--- src/rtl/ifetch_queue_if.sv ---
// Fetch-stage bus bundle: instruction-memory request/response plus decoder and ROB
// redirect signals. The fetch unit uses the master view; memory, decoder and ROB use the slave view.
interface ifetch_queue_if;
  logic        mem_req;
  logic [31:0] mem_addr;
  logic        mem_ready;
  logic [31:0] mem_data;
  logic        inst_valid;
  logic [31:0] PC;
  logic [31:0] inst_out;
  logic        need_inst;
  logic        clear_inst;
  logic [31:0] if_addr;
  logic        rob_clear;
  logic [31:0] rob_new_pc;

  modport master (
    output mem_req, mem_addr, inst_valid, PC, inst_out,
    input  mem_ready, mem_data, need_inst, clear_inst, if_addr, rob_clear, rob_new_pc
  );

  modport slave (
    input  mem_req, mem_addr, inst_valid, PC, inst_out,
    output mem_ready, mem_data, need_inst, clear_inst, if_addr, rob_clear, rob_new_pc
  );
endinterface

--- src/rtl/ifetch_queue.sv ---
// Instruction fetch stage: one outstanding word read, a small {pc, inst} FIFO toward the
// decoder, and restart on decoder/ROB redirects with in-flight responses discarded.
module ifetch_queue #(
  parameter logic [31:0] RESET_PC    = 32'h0,
  parameter int          QUEUE_DEPTH = 4
) (
  input  logic           clk,
  input  logic           rst,
  input  logic           rdy,
  ifetch_queue_if.master bus
);
  localparam int PTR_W = $clog2(QUEUE_DEPTH);
  localparam int CNT_W = PTR_W + 1;
  localparam logic [CNT_W-1:0] DEPTH_C = CNT_W'(QUEUE_DEPTH);

  typedef enum logic [1:0] {
    ST_IDLE = 2'd0,
    ST_WAIT = 2'd1,
    ST_DROP = 2'd2
  } state_t;

  state_t           r_state;
  state_t           w_state_nxt;
  logic             r_mem_req;
  logic             w_mem_req_nxt;
  logic [31:0]      r_mem_addr;
  logic [31:0]      w_mem_addr_nxt;
  logic [31:0]      r_fetch_pc;
  logic [31:0]      w_fetch_pc_nxt;
  logic [31:0]      w_pc_inc;
  logic [PTR_W-1:0] r_head;
  logic [PTR_W-1:0] r_tail;
  logic [CNT_W-1:0] r_count;
  logic [CNT_W-1:0] w_count_nxt;
  logic [31:0]      r_pc_q   [QUEUE_DEPTH];
  logic [31:0]      r_inst_q [QUEUE_DEPTH];
  logic             w_valid;
  logic             w_redirect;
  logic [31:0]      w_target_raw;
  logic [31:0]      w_target;
  logic             w_enq;
  logic             w_deq;
  logic             w_credit;

  // ROB flush outranks the decoder redirect; targets are forced word-aligned.
  assign w_redirect   = rdy & (bus.rob_clear | bus.clear_inst);
  assign w_target_raw = bus.rob_clear ? bus.rob_new_pc : bus.if_addr;
  assign w_target     = w_target_raw & 32'hFFFF_FFFC;
  assign w_pc_inc     = r_fetch_pc + 32'd4;

  assign w_valid = (r_count != {CNT_W{1'b0}});
  assign w_enq   = rdy & bus.mem_ready & (r_state == ST_WAIT) & ~w_redirect;
  assign w_deq   = rdy & w_valid & ~bus.need_inst & ~w_redirect;

  // FIFO occupancy after this cycle's flush, enqueue and dequeue.
  always_comb begin
    w_count_nxt = r_count;
    if (w_redirect) begin
      w_count_nxt = {CNT_W{1'b0}};
    end else begin
      case ({w_enq, w_deq})
        2'b10:   w_count_nxt = r_count + CNT_W'(1);
        2'b01:   w_count_nxt = r_count - CNT_W'(1);
        default: w_count_nxt = r_count;
      endcase
    end
  end

  // Nothing is outstanding once a response lands, so credit depends only on the next count.
  assign w_credit = (w_count_nxt < DEPTH_C);

  assign bus.inst_valid = w_valid;
  assign bus.PC         = w_valid ? r_pc_q[r_head]   : 32'h0;
  assign bus.inst_out   = w_valid ? r_inst_q[r_head] : 32'h0;
  assign bus.mem_req    = r_mem_req;
  assign bus.mem_addr   = r_mem_addr;

  // Fetch FSM next-state, request and fetch-pc logic.
  always_comb begin
    w_state_nxt    = r_state;
    w_mem_req_nxt  = r_mem_req;
    w_mem_addr_nxt = r_mem_addr;
    w_fetch_pc_nxt = r_fetch_pc;
    if (!rdy) begin
      w_state_nxt = r_state;
    end else begin
      case (r_state)
        ST_IDLE: begin
          if (w_redirect) begin
            w_fetch_pc_nxt = w_target;
          end else if (w_credit) begin
            w_mem_req_nxt  = 1'b1;
            w_mem_addr_nxt = r_fetch_pc;
            w_state_nxt    = ST_WAIT;
          end else begin
            w_mem_req_nxt = 1'b0;
          end
        end
        ST_WAIT: begin
          if (w_redirect) begin
            w_fetch_pc_nxt = w_target;
            if (bus.mem_ready) begin
              w_mem_req_nxt = 1'b0;
              w_state_nxt   = ST_IDLE;
            end else begin
              w_state_nxt = ST_DROP;
            end
          end else if (bus.mem_ready) begin
            w_fetch_pc_nxt = w_pc_inc;
            if (w_credit) begin
              w_mem_addr_nxt = w_pc_inc;
            end else begin
              w_mem_req_nxt = 1'b0;
              w_state_nxt   = ST_IDLE;
            end
          end else begin
            w_mem_req_nxt = 1'b1;
          end
        end
        ST_DROP: begin
          if (w_redirect) begin
            w_fetch_pc_nxt = w_target;
          end else begin
            w_fetch_pc_nxt = r_fetch_pc;
          end
          // The arriving response belongs to the abandoned path and is thrown away.
          if (bus.mem_ready) begin
            w_mem_req_nxt = 1'b0;
            w_state_nxt   = ST_IDLE;
          end else begin
            w_mem_req_nxt = 1'b1;
          end
        end
        default: begin
          w_mem_req_nxt = 1'b0;
          w_state_nxt   = ST_IDLE;
        end
      endcase
    end
  end

  // Fetch FSM state, request and fetch-pc registers.
  always_ff @(posedge clk or negedge rst) begin
    if (!rst) begin
      r_state    <= ST_IDLE;
      r_mem_req  <= 1'b0;
      r_mem_addr <= 32'h0;
      r_fetch_pc <= RESET_PC;
    end else begin
      r_state    <= w_state_nxt;
      r_mem_req  <= w_mem_req_nxt;
      r_mem_addr <= w_mem_addr_nxt;
      r_fetch_pc <= w_fetch_pc_nxt;
    end
  end

  // FIFO pointers and occupancy.
  always_ff @(posedge clk or negedge rst) begin
    if (!rst) begin
      r_head  <= {PTR_W{1'b0}};
      r_tail  <= {PTR_W{1'b0}};
      r_count <= {CNT_W{1'b0}};
    end else if (w_redirect) begin
      r_head  <= {PTR_W{1'b0}};
      r_tail  <= {PTR_W{1'b0}};
      r_count <= {CNT_W{1'b0}};
    end else begin
      r_head  <= w_deq ? r_head + PTR_W'(1) : r_head;
      r_tail  <= w_enq ? r_tail + PTR_W'(1) : r_tail;
      r_count <= w_count_nxt;
    end
  end

  // FIFO storage; head outputs are masked while empty so no reset is needed here.
  always_ff @(posedge clk) begin
    if (w_enq) begin
      r_pc_q[r_tail]   <= r_fetch_pc;
      r_inst_q[r_tail] <= bus.mem_data;
    end else begin
      r_pc_q[r_tail]   <= r_pc_q[r_tail];
      r_inst_q[r_tail] <= r_inst_q[r_tail];
    end
  end
endmodule

--- src/flat_wrapper.sv ---
// flat-port wrapper written by rule: the top's interface ports become plain ports
module ifetch_queue_flat 
#(
  parameter logic [31:0] RESET_PC    = 32'h0,
  parameter int          QUEUE_DEPTH = 4
)
  (clk, rst, rdy, bus_mem_req, bus_mem_addr, bus_inst_valid, bus_PC, bus_inst_out, bus_mem_ready, bus_mem_data, bus_need_inst, bus_clear_inst, bus_if_addr, bus_rob_clear, bus_rob_new_pc);
  ifetch_queue_if bus_i ();
  input  logic clk;
  input  logic rst;
  input  logic rdy;
  output wire logic [$bits(bus_i.mem_req)-1:0] bus_mem_req;
  output wire logic [$bits(bus_i.mem_addr)-1:0] bus_mem_addr;
  output wire logic [$bits(bus_i.inst_valid)-1:0] bus_inst_valid;
  output wire logic [$bits(bus_i.PC)-1:0] bus_PC;
  output wire logic [$bits(bus_i.inst_out)-1:0] bus_inst_out;
  input wire logic [$bits(bus_i.mem_ready)-1:0] bus_mem_ready;
  input wire logic [$bits(bus_i.mem_data)-1:0] bus_mem_data;
  input wire logic [$bits(bus_i.need_inst)-1:0] bus_need_inst;
  input wire logic [$bits(bus_i.clear_inst)-1:0] bus_clear_inst;
  input wire logic [$bits(bus_i.if_addr)-1:0] bus_if_addr;
  input wire logic [$bits(bus_i.rob_clear)-1:0] bus_rob_clear;
  input wire logic [$bits(bus_i.rob_new_pc)-1:0] bus_rob_new_pc;
  assign bus_mem_req = bus_i.mem_req;
  assign bus_mem_addr = bus_i.mem_addr;
  assign bus_inst_valid = bus_i.inst_valid;
  assign bus_PC = bus_i.PC;
  assign bus_inst_out = bus_i.inst_out;
  assign bus_i.mem_ready = bus_mem_ready;
  assign bus_i.mem_data = bus_mem_data;
  assign bus_i.need_inst = bus_need_inst;
  assign bus_i.clear_inst = bus_clear_inst;
  assign bus_i.if_addr = bus_if_addr;
  assign bus_i.rob_clear = bus_rob_clear;
  assign bus_i.rob_new_pc = bus_rob_new_pc;
  ifetch_queue #(.RESET_PC(RESET_PC), .QUEUE_DEPTH(QUEUE_DEPTH)) u_core (.clk(clk), .rst(rst), .rdy(rdy), .bus(bus_i));
endmodule
--- config.mk ---
export PLATFORM = sky130hd
export DESIGN_NAME = ifetch_queue_flat
export DESIGN_NICKNAME = d
export VERILOG_FILES = /design/src/rtl/ifetch_queue_if.sv /design/src/rtl/ifetch_queue.sv /design/src/flat_wrapper.sv
export SDC_FILE = /design/constraint.sdc
export NUM_CORES = 1
export LEC_CHECK = 0
export CORE_ASPECT_RATIO = 0.8
export CORE_UTILIZATION = 31
export CTS_CLUSTER_SIZE = 20
export DETAILED_ROUTE_END_ITERATION = 8
export GPL_ROUTABILITY_DRIVEN = 0
export HOLD_SLACK_MARGIN = 0.12
export PLACE_DENSITY = 0.62
export SYNTH_ARGS = -nofsm -noshare
export SYNTH_HDL_FRONTEND = slang
export SYNTH_SLANG_ARGS = --single-unit
--- constraint.sdc ---
create_clock -name clk -period 5.2 [get_ports clk]
set_input_delay 0.78 -clock clk [delete_from_list [all_inputs] [get_ports clk]]
set_output_delay 0.78 -clock clk [all_outputs]
set_load 0.02 [all_outputs]
==> run_results.csv, run 1 <==
group,metric,value,unit
run_status,status,"finished, final reports clean",
yosys,synth_most_common_cell,"sky130_fd_sc_hd__edfxtp_1",
floorplanning,floorplan.die_area,0.0457,mm²
grt,overflow,0,
finish,drive_above_1_share,14.7,%
drt,via_per_inst,4.89,
drt,met2WireLength,16200,µm
setup_path,worstSetupEndpointType,"output pin",
grt,first_pass_grt_wire_length,52600,µm
drt,route.met3.wl,2140,µm
finish,area.growth.synth_to_final,25.8,%
setup_path,critical_path_required,4.42,ns
grt,grt_max_degree,65,
sta,clock_tree_skew_after_final_layout,0.0130,ns
finish,final_nets,1214,
floorplanning,io_pins,201,
hold_path,hp-class,"primary input to async pin",
yosys,count_of_state_elements_after_synthesis,318,
yosys,number_of_instances_in_the_synthesized_netlist,919,
setup_path,worst-setup-path-type,"register to output pin",
place,portBuffers,192,
power_and_ir_drop,cellLeakagePower,5.70,nW
grt,vias_in_the_first_global_route,8630,
drt,highest_layer,"met4",
yosys,leading_cell_types_by_total_area_after_synthesis,"sky130_fd_sc_hd__edfxtp_1 (54%), sky130_fd_sc_hd__dfrtp_1 (13%), sky130_fd_sc_hd__mux4_2 (10%), sky130_fd_sc_hd__nor2b_1 (3.2%), sky130_fd_sc_hd__nand2_1 (1.7%)",
clocking,clock_tree.buffer_depth,3,
floorplanning,fp-row-count,68,
power_and_ir_drop,totalPowerFinal,0.00633,W
clocking,cts_made_buffers,35,
sta,tightest_slew,1.05,ns
place,post-place-ws,0.842,ns
yosys,synth_top_area_cell,"sky130_fd_sc_hd__edfxtp_1",
setup_path,critical_path.cell_chain,"buf_12 -> mux4_2 -> nor2b_1 -> clkdlybuf4s50_1",
power_and_ir_drop,p_per_area,362,mW/mm²
finish,post_route_design_area,0.0175,mm²
floorplanning,start_util,31.8,%
yosys,synth_warnings,0,
setup_path,critical_path.max_fanout,35,
setup_path,critical_path_arrival,3.14,ns
setup_path,path_buf_inv,2,
yosys,synth_seq_area_share,66.2,%
clocking,clk_transition_reported_paths,0.06,ns
drt,via_count,8432,
sta,max_freq,255,MHz
sta,period_minus_slack,3.92,ns
grt,track_usage,15.4,%
yosys,synth_top_area_share,53.6,%
sta,rsz0062_at_grt,"no",
drt,drtAntennaViolNets,0,
sta,finalHoldViolCount,0,
clocking,cts-root-buf,"sky130_fd_sc_hd__clkbuf_16",
drt,firstDrtPassIters,5,
floorplanning,core_region_area,0.0436,mm²
power_and_ir_drop,vdd_ir_drop_max,0.174,mV
setup_path,worst_path_largest_cell_delay,0.91,ns
clocking,cts_htree_levels,2,
yosys,asyncSetResetFlopFracSynth,22.0,%
clocking,cts.repair.resized,0,
drt,wl_met1,15900,µm
setup_path,cp-start-kind,"register",
sta,setup_violations,0,
setup_path,cp_top_family,"buffers and inverters",
floorplanning,fp.dieH,191,µm
place,area_of_placed_instances,0.0164,mm²
grt,antenna_found_initial,0,
sta,max-slew-margin-rel,30.0,%
floorplanning,dieWidth,239,µm
drt,drt-total-wl,34800,µm
drt,drt-initial-drc-count,542,
sta,postLayoutSetupSlackWorst,1.28,ns
clocking,tritoncts_clock_tree,"built",
yosys,synthesis.area,0.0139,mm²
drt,drcViolationCount,0,
clocking,worst_skew_pair.late_latency,0.52,ns
finish,antenna_cells,0,
sta,final.period_utilization,75.3,%
clocking,cts_num_sinks,318,
yosys,mean_post_synth_cell_area,15.1,µm²
setup_path,cpMaxStageDelayCell,"sky130_fd_sc_hd__dfrtp_4",
clocking,postCtsHoldBufs,0,
sta,totalNegativeSetupSlack,0,ns
yosys,ys_dominant_reg_cell,"sky130_fd_sc_hd__edfxtp_1",
job,max_cap_violations,0,
finish,final_util,40.0,%
yosys,synth_common_cells,"sky130_fd_sc_hd__edfxtp_1 (248), sky130_fd_sc_hd__dfrtp_1 (70), sky130_fd_sc_hd__nor2b_1 (70)",
clocking,post-cts-setup-buffer-count,0,
place,place_hpwl,22500,µm
drt,avg_wl_per_cell,20.2,µm
yosys,synth_enable_flop_cells,248,
yosys,synth_cell_type_count,67,
sta,finalMaxSlewViolations,0,
## registers in the layout, indices dropped and copies added (netlist names)
signal and flops:
u_core.r_count 3, u_core.bus.mem_addr 30, u_core.r_fetch_pc 30, u_core.r_state 2, u_core.bus.mem_req 1, u_core.r_tail 2, u_core.r_pc_q 120, u_core.r_head 2
u_core.r_inst_q 128
## report_power, final
part	total, W	internal [W]	switching (W)
logic	0.000952	0.000438	0.000514
clock network	0.00222	0.00124	0.000983
registers	0.00315	0.00294	0.000208
total	0.00633	0.00462	0.00171
## logic make-up after synthesis
group | after synthesis | share of synthesized area, %
xor gates and xnor gates | 31 | 1.95
muxes | 91 | 12.3
other | 1 | 0.0270
adders and majority gates | 7 | 0.685
buffers and inverters | 72 | 2.46
and+or+nand+nor | 262 | 10.4
AOI/OAI and AO/OA | 137 | 6.03
DFF | 318 | 66.2
## layout by cell type, fill, tap and decap left out, types with 35 or more instances in the layout
cell type	Yosys	routed
sky130_fd_sc_hd__edfxtp_1	248	248
sky130_fd_sc_hd__dfrtp_1	70	68
sky130_fd_sc_hd__a21oi_1	36	36
sky130_fd_sc_hd__o21ai_0	46	46
sky130_fd_sc_hd__nor2b_1	70	69
sky130_fd_sc_hd__mux4_2	62	62
sky130_fd_sc_hd__clkdlybuf4s50_1	0	190
sky130_fd_sc_hd__nor2_1	43	43
sky130_fd_sc_hd__clkbuf_16	0	35
sky130_fd_sc_hd__nand2_1	63	63
## cell type report
type,instances,area (µm²)
fill,4093,26200
sequential,318,9210
multi-input combinational,532,4390
timing repair buffer,210,2080
clock buffer,39,891
tap,595,744
clock inverter,23,126
inverter,7,26.3
## path summary, 6_finish.rpt
| check | start | endpoint | slack [ns] | cells past startpoint |
|---|---|---|---|---|
| worst min register to register | u_core.bus.mem_addr[29] | u_core.bus.mem_addr[29] | 0.48 | 2 |
| worst max-delay path | u_core.r_head[0] | bus_PC[27] | 1.28 | 4 |
| worst min-delay path | rst | u_core.bus.mem_addr[9] | 0.39 | 1 |
| min in group clk | u_core.bus.mem_addr[29] | u_core.bus.mem_addr[29] | 0.48 | 2 |
| max in group asynchronous | rst | u_core.r_head[0] | 3.77 | 2 |
| worst max register to register | u_core.r_state[0] | u_core.bus.mem_addr[16] | 1.69 | 11 |
## layer usage
layer  global-route usage [%]  up-vias
li1                         -     3892
met1                     21.4     4245
met2                     24.5      257
met3                     3.16       38
met4                     4.04        0
met5                        0        -
## worst register-to-register path: cells and delay by family (launching register included)
kind,cells,cell delay (ns)
AND/OR/NAND/NOR,4,0.99
flip-flops,1,0.63
buffers and inverters,2,0.51
AO/OA/AOI/OAI,1,0.10
adder cells (fa/ha/maj),2,0.64
multiplexers,1,0.38
XOR/XNOR,1,0.16
## through the flow
stage               hold slack [ns]  instances
floorplan                     0.471        922
global placement              0.463       1662
detailed placement            0.474       1662
CTS                           0.390       1724
global route                  0.429       1724
finish                        0.390       1724
No activity file was read; power rests on OpenSTA's default activity.
==> inputs of run 2 (changes only) <==
Settings changed: PLACE_DENSITY 0.62 to 0.64.
Clock period 5.2 ns to 3.6 ns, I/O delays scaled along.
==> run 2 against run 1 <==
Die area unchanged. Critical endpoint is now bus_PC[14]. Power increased by 50%. Register-to-register slack got worse by 1.3 ns. Flip-flop and latch count unchanged.
==> run_results.csv, run 2 (synthesized netlist as in run 1, its figures left out) <==
group,metric,value,unit
setup_path,timing.rr.start,"u_core.r_state[0]",
drt,drcViolationCount,0,
drt,via_per_inst,4.92,
sta,clock_tree_skew_after_final_layout,0.0303,ns
setup_path,critical_path.max_fanout,14,
sta,totalNegativeSetupSlack,0,ns
clocking,cts_htree_levels,2,
clocking,tritoncts_clock_tree,"built",
place,portBuffers,192,
sta,rsz0062_at_grt,"no",
power_and_ir_drop,cellLeakagePower,5.88,nW
floorplanning,fp.dieH,191,µm
setup_path,cp.depth,4,
clocking,cts_num_sinks,318,
sta,finalMaxSlewViolations,0,
finish,final_nets,1232,
setup_path,cp-start-kind,"register",
floorplanning,dieWidth,239,µm
finish,final_util,40.9,%
finish,reg.largest.list,"u_core.r_inst_q (128), u_core.r_pc_q (120)",
grt,antenna_found_initial,2,
clocking,cts_made_buffers,35,
setup_path,worst_r2r_path_depth,11,
drt,drt-total-wl,35400,µm
setup_path,worstReg2RegEnd,"u_core.bus.mem_req",
sta,final.period_utilization,91.6,%
grt,first_pass_grt_wire_length,53500,µm
setup_path,cpMaxStageDelayCell,"sky130_fd_sc_hd__dfrtp_4",
sta,max_freq,303,MHz
setup_path,cp_top_family,"buffers and inverters",
finish,area.growth.synth_to_final,28.5,%
run_status,status,"finished, final reports clean",
clocking,worst_skew_pair.late_latency,0.54,ns
drt,drt-initial-drc-count,559,
finish,largest_register,"u_core.r_inst_q",
place,post-place-ws,0.0312,ns
job,max_cap_violations,0,
sta,max-slew-margin-rel,41.5,%
setup_path,critical_path_arrival,2.76,ns
setup_path,worstSetupEndpointType,"output pin",
finish,number_of_flip_flops_under_the_largest_register_name,128,
sta,worst_hold_slack_across_all_endpoints,0.483,ns
floorplanning,start_util,31.8,%
drt,firstDrtPassIters,5,
hold_path,hp-class,"register to register",
setup_path,r2r_slack,0.38,ns
grt,track_usage,15.6,%
drt,avg_wl_per_cell,20.3,µm
sta,period_minus_slack,3.30,ns
clocking,cts-root-buf,"sky130_fd_sc_hd__clkbuf_16",
power_and_ir_drop,p_per_area,532,mW/mm²
grt,grt_max_degree,71,
grt,vias_in_the_first_global_route,8604,
setup_path,critical_path_required,3.06,ns
clocking,clk_transition_reported_paths,0.06,ns
finish,final-seq-area,0.00921,mm²
power_and_ir_drop,vdd_ir_drop_max,0.241,mV
finish,most_frequent_cells_in_the_layout,"sky130_fd_sc_hd__edfxtp_1 (248), sky130_fd_sc_hd__clkdlybuf4s50_1 (190), sky130_fd_sc_hd__nor2b_1 (69)",
floorplanning,fp-row-count,68,
grt,overflow,0,
drt,via_count,8586,
sta,finalHoldViolCount,0,
floorplanning,floorplan.die_area,0.0457,mm²
setup_path,worst-setup-path-type,"register to output pin",
setup_path,path_buf_inv,2,
floorplanning,io_pins,201,
finish,multiInputGateArea,0.00439,mm²
place,place_hpwl,23800,µm
sta,tightest_slew,0.878,ns
setup_path,launch_point_of_the_critical_path,"u_core.r_head[0]",
clocking,clock_tree.buffer_depth,3,
drt,drtAntennaViolNets,0,
clocking,cts.repair.resized,0,
finish,final_common_cell,"sky130_fd_sc_hd__edfxtp_1",
setup_path,worst_path_largest_cell_delay,0.61,ns
setup_path,critical_path.cell_chain,"buf_4 -> mux4_2 -> nor2b_1 -> clkdlybuf4s50_1",
setup_path,worstSetupEndpoint,"bus_PC[14]",
sta,setup_violations,0,
finish,fill_cells,3959,
finish,drive_above_1_share,16.3,%
sta,postLayoutSetupSlackWorst,0.301,ns
floorplanning,core_region_area,0.0436,mm²
[run 2: cell count changes in the layout (fill, tap and decap cells not counted), sizes merged]
cell	before	now
clkinvlp	3	1
clkinv	17	6
dlygate4sd3	0	1
bufinv	0	2
buf	20	37
clkbuf	39	51
diode	0	2
[run 2: power by group]
group          switching [W]  internal (W)  leakage, nW
combinational       0.000753      0.000647         2.24
clock                0.00143       0.00210        0.557
sequential          0.000305       0.00425         3.08
[run 2: worst min path at each step]
stage,endpoint,slack [ns],from,cells past startpoint
after global routing,u_core.bus.mem_addr[11],0.50,u_core.bus.mem_addr[11],2
after floorplan,u_core.bus.mem_addr[10],0.24,rst,0
after global placement,u_core.bus.mem_addr[5],0.46,u_core.bus.mem_addr[5],2
after CTS,u_core.r_state[0],0.46,bus_rob_clear,5
after detailed placement,u_core.bus.mem_addr[6],0.47,u_core.bus.mem_addr[6],2
final,u_core.bus.mem_addr[23],0.48,u_core.bus.mem_addr[23],2
[run 2: timing repair]
action,in CTS,in global routing
hold buffers,1,0
buffers inserted,0,0
endpoints found under the hold margin,70,0
endpoints found under the setup margin,0,0
[run 2: metal layers]
layer	share of wire, %	global-route usage (%)	vias up	wire length, µm
li1	-	-	3925	-
met1	43	21.3	4305	15400
met2	47	24.9	315	16600
met3	8.1	4.01	41	2880
met4	1.6	3.87	0	555
met5	0	0	-	0
[run 2: tightest hold or removal path: stages (launching register included)]
cell and delay [ns]:
sky130_fd_sc_hd__dfrtp_1 0.34, sky130_fd_sc_hd__nand2_1 0.04, sky130_fd_sc_hd__o21ai_0 0.06
[run 2: area by class of cell]
type	instances	area share, %
well taps	595	4.17
flip-flops and latches	318	51.6
diodes	2	0.0280
clock buffers	51	5.64
inverters	7	0.147
multi-input cells	532	24.6
repair buffers	228	13.1
clock inverters	12	0.736
[run 2: stage by stage]
stage | power [W] | std cells | instance area, µm²
after global routing | 0.00986 | 1743 | 17800
after floorplan | 0.00527 | 922 | 13900
after global placement | 0.00601 | 1679 | 16700
after detailed placement | 0.00604 | 1679 | 16700
final | 0.00949 | 1745 | 17800
after CTS | 0.00961 | 1743 | 17800
==> inputs of run 3 (changes only) <==
Settings changed: CELL_PAD_IN_SITES_DETAIL_PLACEMENT set to 1, CELL_PAD_IN_SITES_GLOBAL_PLACEMENT set to 1, CORE_MARGIN set to 2, PLACE_DENSITY 0.64 to 0.72, TNS_END_PERCENT set to 1.
==> run 3 against run 2 <==
Clock-buffer cell count fell by 5. Routed wire length rose by 8.8%. Non-clock buffer count did not move. Clock power barely moved. First-iteration DRC count fell by 12%. Combinational power barely moved. Via count rose by 1.4%. Maximum frequency barely moved. Cell count rose by 0.23%. Sequential share of layout area barely moved. Critical endpoint is now bus_inst_out[18]. Largest power group unchanged. Highest routed layer unchanged.
==> run_results.csv, run 3 (synthesized netlist as in run 1, its figures left out) <==
group,metric,value,unit
clocking,postCtsHoldBufs,0,
grt,track_usage,16.6,%
sta,period_minus_slack,3.30,ns
drt,firstDrtPassIters,4,
drt,via_per_inst,4.98,
setup_path,cp-start-kind,"register",
grt,first_pass_grt_wire_length,57700,µm
drt,via_count,8710,
floorplanning,dieWidth,241,µm
floorplanning,start_util,31.4,%
floorplanning,floorplan.die_area,0.0465,mm²
sta,setup_violations,0,
sta,finalMaxSlewViolations,0,
finish,final_instance_count_without_filler_cells,1749,
grt,grt_max_degree,71,
floorplanning,fp.dieH,193,µm
setup_path,critical_path_required,3.06,ns
setup_path,path_buf_inv,2,
power_and_ir_drop,totalPowerFinal,0.00954,W
sta,max-slew-margin-rel,33.1,%
setup_path,worst_path_largest_cell_delay,0.60,ns
finish,final_common_cell,"sky130_fd_sc_hd__edfxtp_1",
sta,rsz0062_at_grt,"no",
grt,antenna_found_initial,0,
setup_path,cpMaxStageDelayCell,"sky130_fd_sc_hd__dfrtp_4",
place,dp.cells,1688,
clocking,cts_num_sinks,318,
finish,reg.largest.list,"u_core.r_inst_q (128), u_core.r_pc_q (120)",
setup_path,cp_top_family,"buffers and inverters",
finish,area.growth.synth_to_final,28.3,%
clocking,clock_tree.buffer_depth,3,
clocking,cts.repair.resized,0,
sta,max_freq,303,MHz
clocking,cts_made_buffers,34,
power_and_ir_drop,p_per_area,535,mW/mm²
drt,drtAntennaViolNets,0,
run_status,status,"finished, final reports clean",
drt,drcViolationCount,0,
setup_path,timing.rr.start,"u_core.r_state[0]",
setup_path,critical_path.max_fanout,31,
clocking,cts_htree_levels,2,
finish,post_route_design_area,0.0178,mm²
sta,final.period_utilization,91.6,%
power_and_ir_drop,cellLeakagePower,5.87,nW
clocking,tritoncts_clock_tree,"built",
job,max_cap_violations,0,
grt,overflow,0,
finish,final_nets,1231,
setup_path,critical_path_arrival,2.76,ns
clocking,cts-root-buf,"sky130_fd_sc_hd__clkbuf_16",
place,place_hpwl,25800,µm
setup_path,worstSetupEndpointType,"output pin",
grt,vias_in_the_first_global_route,9290,
clocking,worst_skew_pair.late_latency,0.53,ns
floorplanning,core_region_area,0.0443,mm²
drt,avg_wl_per_cell,22.0,µm
clocking,post-cts-setup-buffer-count,0,
floorplanning,fp-row-count,69,
floorplanning,io_pins,201,
finish,largest_register,"u_core.r_inst_q",
clocking,clk_transition_reported_paths,0.06,ns
sta,worst_hold_slack_across_all_endpoints,0.188,ns
sta,clock_tree_skew_after_final_layout,0.0309,ns
setup_path,launch_point_of_the_critical_path,"u_core.r_head[0]",
finish,antenna_cells,0,
place,portBuffers,192,
finish,drive_above_1_share,15.8,%
place,area_of_placed_instances,0.0167,mm²
power_and_ir_drop,vdd_ir_drop_max,0.227,mV
finish,number_of_flip_flops_under_the_largest_register_name,128,
drt,drt-total-wl,38500,µm
hold_path,hp-class,"primary input to async pin",
setup_path,critical_path.cell_chain,"buf_12 -> mux4_2 -> nor2b_1 -> clkdlybuf4s50_1",
sta,finalHoldViolCount,0,
setup_path,worst-setup-path-type,"register to output pin",
drt,drt-initial-drc-count,493,
sta,tightest_slew,1.00,ns
finish,most_frequent_cells_in_the_layout,"sky130_fd_sc_hd__edfxtp_1 (248), sky130_fd_sc_hd__clkdlybuf4s50_1 (190), sky130_fd_sc_hd__nor2b_1 (69)",
run 3: final timing paths:
check | endpoint | slack [ns] | cells after the start
max | bus_inst_out[18] | 0.30 | 4
min | u_core.r_state[1] | 0.19 | 1
max reg2reg | u_core.bus.mem_req | 0.63 | 11
min reg2reg | u_core.bus.mem_addr[23] | 0.49 | 2
max in group asynchronous | u_core.r_head[0] | 2.66 | 1
min in group clk | u_core.bus.mem_addr[23] | 0.49 | 2
run 3: metrics by stage:
| stage | TNS (ns) | worst slack, ns | utilization [%] |
|---|---|---|---|
| after floorplan | 0 | 0.225 | - |
| after global placement | 0 | 0.0560 | 37.7 |
| after detailed placement | -0.0360 | -0.0360 | 37.7 |
| after CTS | 0 | 0.232 | 40.3 |
| after global routing | 0 | 0.154 | 40.3 |
| final | 0 | 0.302 | 40.3 |
run 3: cell type report:
class,instances,area (µm²)
clock buffer,46,917
clock inverter,15,200
fill,4526,26500
inverter,7,26.3
multi-input combinational,532,4390
sequential,318,9210
tap,603,754
timing repair buffer,228,2330
run 3: power by group:
| part | leakage, nW | internal (W) | total [W] | switching [W] |
|---|---|---|---|---|
| Sequential | 3.08 | 0.00425 | 0.00455 | 0.000304 |
| Combinational | 2.25 | 0.000650 | 0.00143 | 0.000778 |
| Clock | 0.539 | 0.00215 | 0.00356 | 0.00141 |
| Total | 5.87 | 0.00705 | 0.00954 | 0.00249 |
run 3: layer usage:
layer	vias up	GRT usage, %	part of all wire [%]
li1	3910	-	-
met1	4521	22.4	44
met2	231	27.7	49
met3	48	3.15	5.3
met4	0	3.77	1.6
met5	-	0	0
